File: src/rtl/multicycle_controller.sv
// rtl/multicycle_controller.sv - main control FSM for the multicycle MIPS core
//
// Sequences fetch/decode/execute/memory/writeback one state per clock and
// decodes the ALU operation directly (there is no separate ALU-control block).
//
// Ports:
//   clk, rst             rising-edge clock, asynchronous active-low reset
//   opcode, func, ZERO   IR[31:26], IR[5:0] and the ALU zero flag
//   pc_write .. mem_read single-bit datapath controls
//   alu_src_B            00=B, 01=4, 10=sext imm, 11=sext imm<<2
//   pc_src               00=ALU result, 01=jump target, 10=A, 11=AluOut
//   alu_op               000=add, 001=sub, 010=and, 011=or, 100=slt
//   halted               trap indicator
//
// Optional feature macro ILLEGAL_TRAP_EN: when defined, an illegal opcode
// parks the FSM in a sticky halt state with halted=1; otherwise the illegal
// state is a one-cycle NOP and halted is tied to 0.
module multicycle_controller #(
  parameter int ALU_OP_W = 3,
  parameter int STATE_W  = 4
) (
  input  logic                clk,
  input  logic                rst,
  input  logic [5:0]          opcode,
  input  logic [5:0]          func,
  input  logic                ZERO,
  output logic                pc_write,
  output logic                IR_write,
  output logic                reg_dst,
  output logic                jal_reg,
  output logic                pc_to_reg,
  output logic                mem_to_reg,
  output logic                reg_write,
  output logic                alu_src_A,
  output logic                I_or_D,
  output logic                mem_write,
  output logic                mem_read,
  output logic [1:0]          alu_src_B,
  output logic [1:0]          pc_src,
  output logic [ALU_OP_W-1:0] alu_op,
  output logic                halted
);

  typedef enum logic [STATE_W-1:0] {
    S_FETCH, S_DECODE, S_MEM_ADDR, S_MEM_RD, S_MEM_WB, S_MEM_WR,
    S_R_EXEC, S_R_WB, S_I_EXEC, S_I_WB, S_BRANCH, S_JUMP, S_JAL, S_JR,
    S_ILLEGAL
  } state_t;

  localparam logic [5:0] OP_RTYPE = 6'b000000;
  localparam logic [5:0] OP_LW    = 6'b100011;
  localparam logic [5:0] OP_SW    = 6'b101011;
  localparam logic [5:0] OP_ADDI  = 6'b001000;
  localparam logic [5:0] OP_SLTI  = 6'b001010;
  localparam logic [5:0] OP_BEQ   = 6'b000100;
  localparam logic [5:0] OP_BNE   = 6'b000101;
  localparam logic [5:0] OP_J     = 6'b000010;
  localparam logic [5:0] OP_JAL   = 6'b000011;
  localparam logic [5:0] FN_JR    = 6'b001000;

  localparam logic [ALU_OP_W-1:0] ALU_ADD = ALU_OP_W'(0);
  localparam logic [ALU_OP_W-1:0] ALU_SUB = ALU_OP_W'(1);
  localparam logic [ALU_OP_W-1:0] ALU_AND = ALU_OP_W'(2);
  localparam logic [ALU_OP_W-1:0] ALU_OR  = ALU_OP_W'(3);
  localparam logic [ALU_OP_W-1:0] ALU_SLT = ALU_OP_W'(4);

  state_t state_q, state_d;

  always_ff @(posedge clk or negedge rst) begin
    if (!rst) state_q <= S_FETCH;
    else      state_q <= state_d;
  end

  always_comb begin
    state_d = S_FETCH;
    case (state_q)
      S_FETCH:  state_d = S_DECODE;
      S_DECODE: begin
        case (opcode)
          OP_RTYPE:        state_d = (func == FN_JR) ? S_JR : S_R_EXEC;
          OP_LW, OP_SW:    state_d = S_MEM_ADDR;
          OP_ADDI, OP_SLTI: state_d = S_I_EXEC;
          OP_BEQ, OP_BNE:  state_d = S_BRANCH;
          OP_J:            state_d = S_JUMP;
          OP_JAL:          state_d = S_JAL;
          default:         state_d = S_ILLEGAL;
        endcase
      end
      S_MEM_ADDR: state_d = (opcode == OP_LW) ? S_MEM_RD : S_MEM_WR;
      S_MEM_RD:   state_d = S_MEM_WB;
      S_R_EXEC:   state_d = S_R_WB;
      S_I_EXEC:   state_d = S_I_WB;
`ifdef ILLEGAL_TRAP_EN
      S_ILLEGAL:  state_d = S_ILLEGAL;
`else
      S_ILLEGAL:  state_d = S_FETCH;
`endif
      default:    state_d = S_FETCH;
    endcase
  end

  // Outputs are decoded from the current state and gated by rst directly, so
  // they drop to 0 the moment reset asserts and FETCH controls appear as soon
  // as it releases, ahead of the first edge.
  always_comb begin
    pc_write   = 1'b0;
    IR_write   = 1'b0;
    reg_dst    = 1'b0;
    jal_reg    = 1'b0;
    pc_to_reg  = 1'b0;
    mem_to_reg = 1'b0;
    reg_write  = 1'b0;
    alu_src_A  = 1'b0;
    I_or_D     = 1'b0;
    mem_write  = 1'b0;
    mem_read   = 1'b0;
    alu_src_B  = 2'b00;
    pc_src     = 2'b00;
    alu_op     = ALU_ADD;
    halted     = 1'b0;
    if (rst) begin
      case (state_q)
        S_FETCH: begin
          mem_read  = 1'b1;
          IR_write  = 1'b1;
          alu_src_B = 2'b01;
          pc_write  = 1'b1;
        end
        S_DECODE:   alu_src_B = 2'b11;
        S_MEM_ADDR: begin
          alu_src_A = 1'b1;
          alu_src_B = 2'b10;
        end
        S_MEM_RD: begin
          mem_read = 1'b1;
          I_or_D   = 1'b1;
        end
        S_MEM_WB: begin
          reg_write  = 1'b1;
          mem_to_reg = 1'b1;
        end
        S_MEM_WR: begin
          mem_write = 1'b1;
          I_or_D    = 1'b1;
        end
        S_R_EXEC: begin
          alu_src_A = 1'b1;
          case (func)
            6'b100010: alu_op = ALU_SUB;
            6'b100100: alu_op = ALU_AND;
            6'b100101: alu_op = ALU_OR;
            6'b101010: alu_op = ALU_SLT;
            default:   alu_op = ALU_ADD;
          endcase
        end
        S_R_WB: begin
          reg_write = 1'b1;
          reg_dst   = 1'b1;
        end
        S_I_EXEC: begin
          alu_src_A = 1'b1;
          alu_src_B = 2'b10;
          alu_op    = (opcode == OP_SLTI) ? ALU_SLT : ALU_ADD;
        end
        S_I_WB: reg_write = 1'b1;
        S_BRANCH: begin
          alu_src_A = 1'b1;
          alu_op    = ALU_SUB;
          pc_src    = 2'b11;
          // beq takes the branch on ZERO, bne on its complement.
          pc_write  = (opcode == OP_BNE) ? ~ZERO : ZERO;
        end
        S_JUMP: begin
          pc_src   = 2'b01;
          pc_write = 1'b1;
        end
        S_JAL: begin
          pc_src    = 2'b01;
          pc_write  = 1'b1;
          reg_write = 1'b1;
          jal_reg   = 1'b1;
          pc_to_reg = 1'b1;
        end
        S_JR: begin
          pc_src   = 2'b10;
          pc_write = 1'b1;
        end
`ifdef ILLEGAL_TRAP_EN
        S_ILLEGAL: halted = 1'b1;
`endif
        default: ;
      endcase
    end
  end

endmodule

File: config.mk
export PLATFORM = sky130hd
export DESIGN_NAME = multicycle_controller
export DESIGN_NICKNAME = d
export VERILOG_FILES = /design/src/rtl/multicycle_controller.sv
export SDC_FILE = /design/constraint.sdc
export NUM_CORES = 1
export LEC_CHECK = 0
export ABC_AREA = 0
export CAP_MARGIN = 20
export CORE_MARGIN = 3
export CORE_UTILIZATION = 39
export DETAILED_ROUTE_END_ITERATION = 16
export MAX_ROUTING_LAYER = met4
export PLACE_DENSITY_LB_ADDON = 0.3
export SYNTH_ARGS = -nofsm -noshare
export SYNTH_HDL_FRONTEND = slang
export SYNTH_SLANG_ARGS = --single-unit
File: constraint.sdc
create_clock -name clk -period 2 [get_ports clk]
set_input_delay 0.4 -clock clk [delete_from_list [all_inputs] [get_ports clk]]
set_output_delay 0.4 -clock clk [all_outputs]
set_load 0.02 [all_outputs]
==> run metrics, run 1 <==
total track usage 32.2%; post-synthesis sequential area ratio 15.0%; CP Launch Point opcode[3]; gr ovfl total 0; max reg flops 4; Reg power frac 10.7%; power per cell area 1100 mW/mm^2; CP Capture Point pc_write; combinational power share 81.4%; Clock transition at path regs roughly 0.050 ns; Final Hold Fails 0; final core occ 87.1%; peak supply drop 0.000739 V; Synth cell types 38; switching share of power just under 50%; Final Wtd Congestion 0.820; initial antenna violation count 0; port buffer count 32; placed wire-length estimate about 2200 um; Skew-Pair Late Insertion Delay 0.26 ns; final instance area 0.00136 sq mm; Routed WL per cell 20.6 um; min-delay worst type in2async; # diodes 0; Tcrit/Tclk final 107%; final worst slack -0.133 ns; first-pass iteration count of the detailed router 4; layout cell share with drive strength beyond 1 between 50 and 60%; number of remaining DRC errors 0; Pint ~0.00076 W; highest clock rate 469 MHz; CP Class in2out; ranking of synthesized cells by area dfrtp_1 (15%), nand2b_1 (8.4%), nor2_1 (7.3%), nor3_1 (6.0%), nor3b_1 (5.6%); Die Ht around 47 um; Seq cells post-synth 4; clock group share of total power 7.9%; htree depth 1; cell taking the most area after synthesis dfrtp_1; sum of negative setup slack -0.240 ns; Area after DPL 0.00122 sq mm; post-route clock skew 0.00535 ns; initial core utilization between 40 and 50%; number of placed I/O pins 34; worst r2r src state_q[2]$_DFF_PN0_; post-synth net total 117; worst-path maximum fanout 3; Reg with most FFs state_q; DRT Wirelength between 3000 and 4000 um; max-slew violations 0; Net Sw Power 0.000741 W; largest net degree at the start of global routing 11; final net count 184; Routed Antenna Nets 0; R2R cell count 5; Synth Instances approximately 100; Syn Area/Cell 6.55 sq um; leak pwr roughly 0.62 nW; Regs by FF count state_q (4); area share of the largest cell type after synthesis 15.0%; synthesized area 668 sq um; hold_ws 0.239 ns; CP arrival between 1.5 and 2 ns; die area 0.00225 sq mm; root buffer cell clkbuf_4; CP startpoint kind input pin; Clock Sinks 4; setup slack, reg-to-reg 0.43 ns; required time of the critical path 1.60 ns; run status finished, violations left; RSZ-0062 raised after global routing yes; Max Cap Viol 0; hold_buf cts 0; CTS tree yes; failing checks setup timing; vias in the first global route 1045; Die X-Extent 47.4 um; synth cell count leaders nor2_1 (13), nand2_1 (9), nand2b_1 (9); Yosys warnings 0; post-synthesis async set-or-reset flop share 100%; TritonCTS Buffers 3; top-count cell post-synth nor2_1; clk buf depth 2; # rows 14; initial DRC count 50; Area Growth Syn to Fin 103%; Setup Viol. Count Final 5; EDFF count, synth 0; Setup crit end kind output pin; CORE AREA 0.00156 sq mm; reg2reg end state_q[0]$_DFF_PN0_; DR vias 1164; first-pass GRT wire length 4750 um; main flop type after synthesis dfrtp_1; Vias/cell about 6.4; min Tclk post-route about 2.1 ns
[layout make-up]
cell class                 count  area, sq um
fill                          80          201
multi-input combinational     90          671
sequential                     4          100
tap                           16         20.0
clock buffer                   3         22.5
inverter                       1         3.75
timing repair buffer          69          541
[power by group through the flow]
stage	combinational, W	clock, W	sequential (W)
2_1_floorplan	0.000507	0	0.000144
3_3_place_gp	0.000942	0	0.000145
3_5_place_dp	0.000975	0	0.000148
4_1_cts	0.000967	0.000116	0.000150
5_1_grt	0.00128	0.000131	0.000160
6_report	0.00122	0.000119	0.000161
[stage by stage]
| stage | power [W] | setup slack, ns | cells |
|---|---|---|---|
| floorplan | 0.000650 | 0.0166 | 102 |
| global placement | 0.00109 | -0.848 | 174 |
| detailed placement | 0.00112 | -0.868 | 174 |
| CTS | 0.00123 | -0.146 | 178 |
| global route | 0.00157 | -0.190 | 183 |
| finish | 0.00150 | -0.133 | 183 |
[layout by cell type, fill, tap and decap left out, types with 2 or more instances in the layout]
cell,count
a21oi_1,3
and3b_1,2
buf_2,2
buf_4,38
buf_6,6
clkbuf_2,10
clkbuf_4,3
clkdlybuf4s15_1,3
clkdlybuf4s15_2,2
dfrtp_1,4
dlygate4sd2_1,6
nand2_1,8
nand2b_1,4
nand2b_4,4
nand3_1,5
nor2_1,13
nor3_1,5
nor3_4,2
nor3b_2,4
o21ai_2,2
or4_1,3
[repair_timing]
item | in CTS | in global routing
gates resized for setup | 86 | 43
setup buffers | 1 | 5
endpoints found under the hold margin | 0 | 0
pin swaps | 9 | 14
setup endpoints to repair | 19 | 14
[worst min path at each step]
stage,start,end,slack (ns)
after global placement,state_q[3]$_DFF_PN0_,state_q[2]$_DFF_PN0_,0.62
after floorplan,rst,state_q[0]$_DFF_PN0_,0.10
after detailed placement,state_q[3]$_DFF_PN0_,state_q[2]$_DFF_PN0_,0.63
final,rst,state_q[3]$_DFF_PN0_,0.24
after CTS,rst,state_q[3]$_DFF_PN0_,0.24
after global routing,rst,state_q[3]$_DFF_PN0_,0.23
[cell families (layout without fill, tap and decap cells)]
family | Yosys count | after routing | share of synthesized area, %
multiplexers | 1 | 1 | 1.69
AO/OA/AOI/OAI | 21 | 21 | 21.0
XOR/XNOR | 1 | 1 | 1.31
other | 1 | 1 | 0.561
buffers and inverters | 8 | 73 | 5.62
flip-flops | 4 | 4 | 15.0
AND/OR/NAND/NOR | 66 | 66 | 54.9
[routing by layer]
layer	vias to the layer above	share of wire (%)	GRT usage, %
li1	502	-	-
met1	553	34	34.9
met2	92	52	50.3
met3	17	9.1	5.75
met4	0	4.5	26.5
met5	-	0	-
[critical path, cell delays in order]
cell and delay, ns:
clkbuf_2 0.11, or4b_4 0.55, nor3_4 0.20, nor3b_2 0.07, o31ai_2 0.22, buf_4 0.18
(Power assumes the default switching activity.)
==> inputs of run 2 (changes only) <==
--- a/config.mk
+++ b/config.mk
@@ -8,7 +8,7 @@
 export ABC_AREA = 0
 export CAP_MARGIN = 20
 export CORE_MARGIN = 3
-export CORE_UTILIZATION = 39
+export CORE_UTILIZATION = 35
 export DETAILED_ROUTE_END_ITERATION = 16
 export MAX_ROUTING_LAYER = met4
 export PLACE_DENSITY_LB_ADDON = 0.3
==> constraint.sdc (replaced) <==
create_clock -name clk -period 1.8 [get_ports clk]
set_input_delay 0.36 -clock clk [delete_from_list [all_inputs] [get_ports clk]]
set_output_delay 0.36 -clock clk [all_outputs]
set_load 0.02 [all_outputs]
==> run metrics, run 2 (same netlist as run 1, synthesis figures left out) <==
run status finished, violations left; failing checks setup timing; final instance area 0.00138 sq mm; DR vias between 900 and 1000; RSZ-0062 raised after global routing yes; # diodes 0; number of remaining DRC errors 0; min Tclk post-route approximately 2.0 ns; Die Ht 49.7 um; initial core utilization 37.9%; Clock Sinks 4; most common cell after layout, fill and taps aside buf_4; sum of negative setup slack -0.467 ns; final worst slack -0.154 ns; Reg with most FFs state_q; first-pass GRT wire length just over 4000 um; die area roughly 0.0025 sq mm; TritonCTS Buffers 3; setup slack, reg-to-reg 0.32 ns; Worst path max stage delay between 0.5 and 0.6 ns; multi-input combinational cell area roughly 730 sq um; Max Cap Viol 0; vias in the first global route 942; R2R cell count 4; DRT Wirelength about 2600 um; layout cell share with drive strength beyond 1 55.3%; total track usage 22.0%; Total Power 0.00159 W; peak supply drop 0.000529 V; hold_buf cts 0; Die X-Extent slightly below 50 um; CORE AREA roughly 0.0018 sq mm; gr ovfl total 0; max-slew violations 0; CP Class in2out; Clock transition at path regs 0.04 ns; first-pass iteration count of the detailed router 4; Tcrit/Tclk final 109%; most frequent CP cell buf_6; fill cell count 140; number of placed I/O pins 34; most frequent cells in the layout buf_4 (35), nor2_1 (12), buf_2 (11), buf_6 (8), nand2_1 (7); Vias/cell 5.37; largest net degree at the start of global routing 13; final net count 178; worst slack, placed -1.06 ns; Skew-Pair Late Insertion Delay roughly 0.23 ns; CTS tree yes; placed wire-length estimate 1870 um; min-delay worst type in2async; Regs by FF count state_q (4); crit-path leading delay family simple AND/OR/NAND/NOR gates; crit-path cells buf_6 -> or4b_4 -> o21ai_2 -> nor3b_4 -> o31ai_4 -> buf_6; Setup crit end kind output pin; FF/Latch Area 100 sq um; highest clock rate 512 MHz; CP arrival 1.59 ns; required time of the critical path around 1.4 ns; worst r2r src state_q[3]$_DFF_PN0_; reg2reg end state_q[1]$_DFF_PN0_; Area after DPL 0.00124 sq mm; clk buf depth 2; initial antenna violation count 0; Setup Viol. Count Final 6; worst-path maximum fanout 3; Final Hold Fails 0; CP startpoint kind input pin; # rows 15; slowest CP cell or4b_4; leak pwr 0.606 nW; port buffer count 32; Final Wtd Congestion approximately 0.85; post-route clock skew 0.00239 ns; Routed Antenna Nets 0; Routed WL per cell 14.2 um; Area Growth Syn to Fin 107%; dpl cells roughly 180; power per cell area 1150 mW/mm^2; htree depth 1; WP buf/inv 2; initial DRC count 18; Final Non-Filler Cells between 150 and 200; max reg flops 4; root buffer cell clkbuf_4
==> run 2: cell type report <==
cell class | instances | share of cell area (%)
Multi-Input combinational cell | 90 | 52.8
Timing Repair Buffer | 63 | 35.8
Sequential cell | 4 | 7.25
Tap cell | 25 | 2.27
Clock buffer | 3 | 1.63
Inverter | 1 | 0.272
==> run 2: power breakdown <==
group          switching, W  internal (W)  leakage, nW
Sequential        0.0000451      0.000129       0.0509
Clock             0.0000354     0.0000745       0.0138
Combinational      0.000679      0.000623        0.541
Total              0.000760      0.000827        0.606
==> run 2: how the worst max path moves through the flow <==
stage	startpoint	end	cells after the start
after global routing	state_q[1]$_DFF_PN0_	alu_op[2]	5
after floorplan	opcode[1]	pc_write	4
after detailed placement	opcode[1]	pc_write	6
after CTS	opcode[3]	pc_write	6
after global placement	opcode[1]	pc_write	6
final	opcode[3]	pc_write	6
==> run 2: routing by layer <==
layer	track usage, %	vias to the layer above	share of wire [%]
met5	-	-	0
met4	7.37	0	0.38
met3	1.51	2	3.3
met2	40.3	29	50
met1	25.0	474	46
li1	-	494	-
==> run 2: repair_timing <==
item / 4_1_cts / 5_1_grt
setup buffers: 4 / 1
pin swaps: 13 / 4
resized for setup: 140 / 22
endpoints found under the setup margin: 19 / 17
hold endpoints to repair: 0 / 0
==> run 2: per-stage QoR <==
step | hold slack, ns | util [%]
after floorplan | 0.0644 | -
after global placement | 0.626 | 70.5
after detailed placement | 0.643 | 70.5
after CTS | 0.370 | 76.1
after global routing | 0.457 | 78.2
final | 0.416 | 78.2
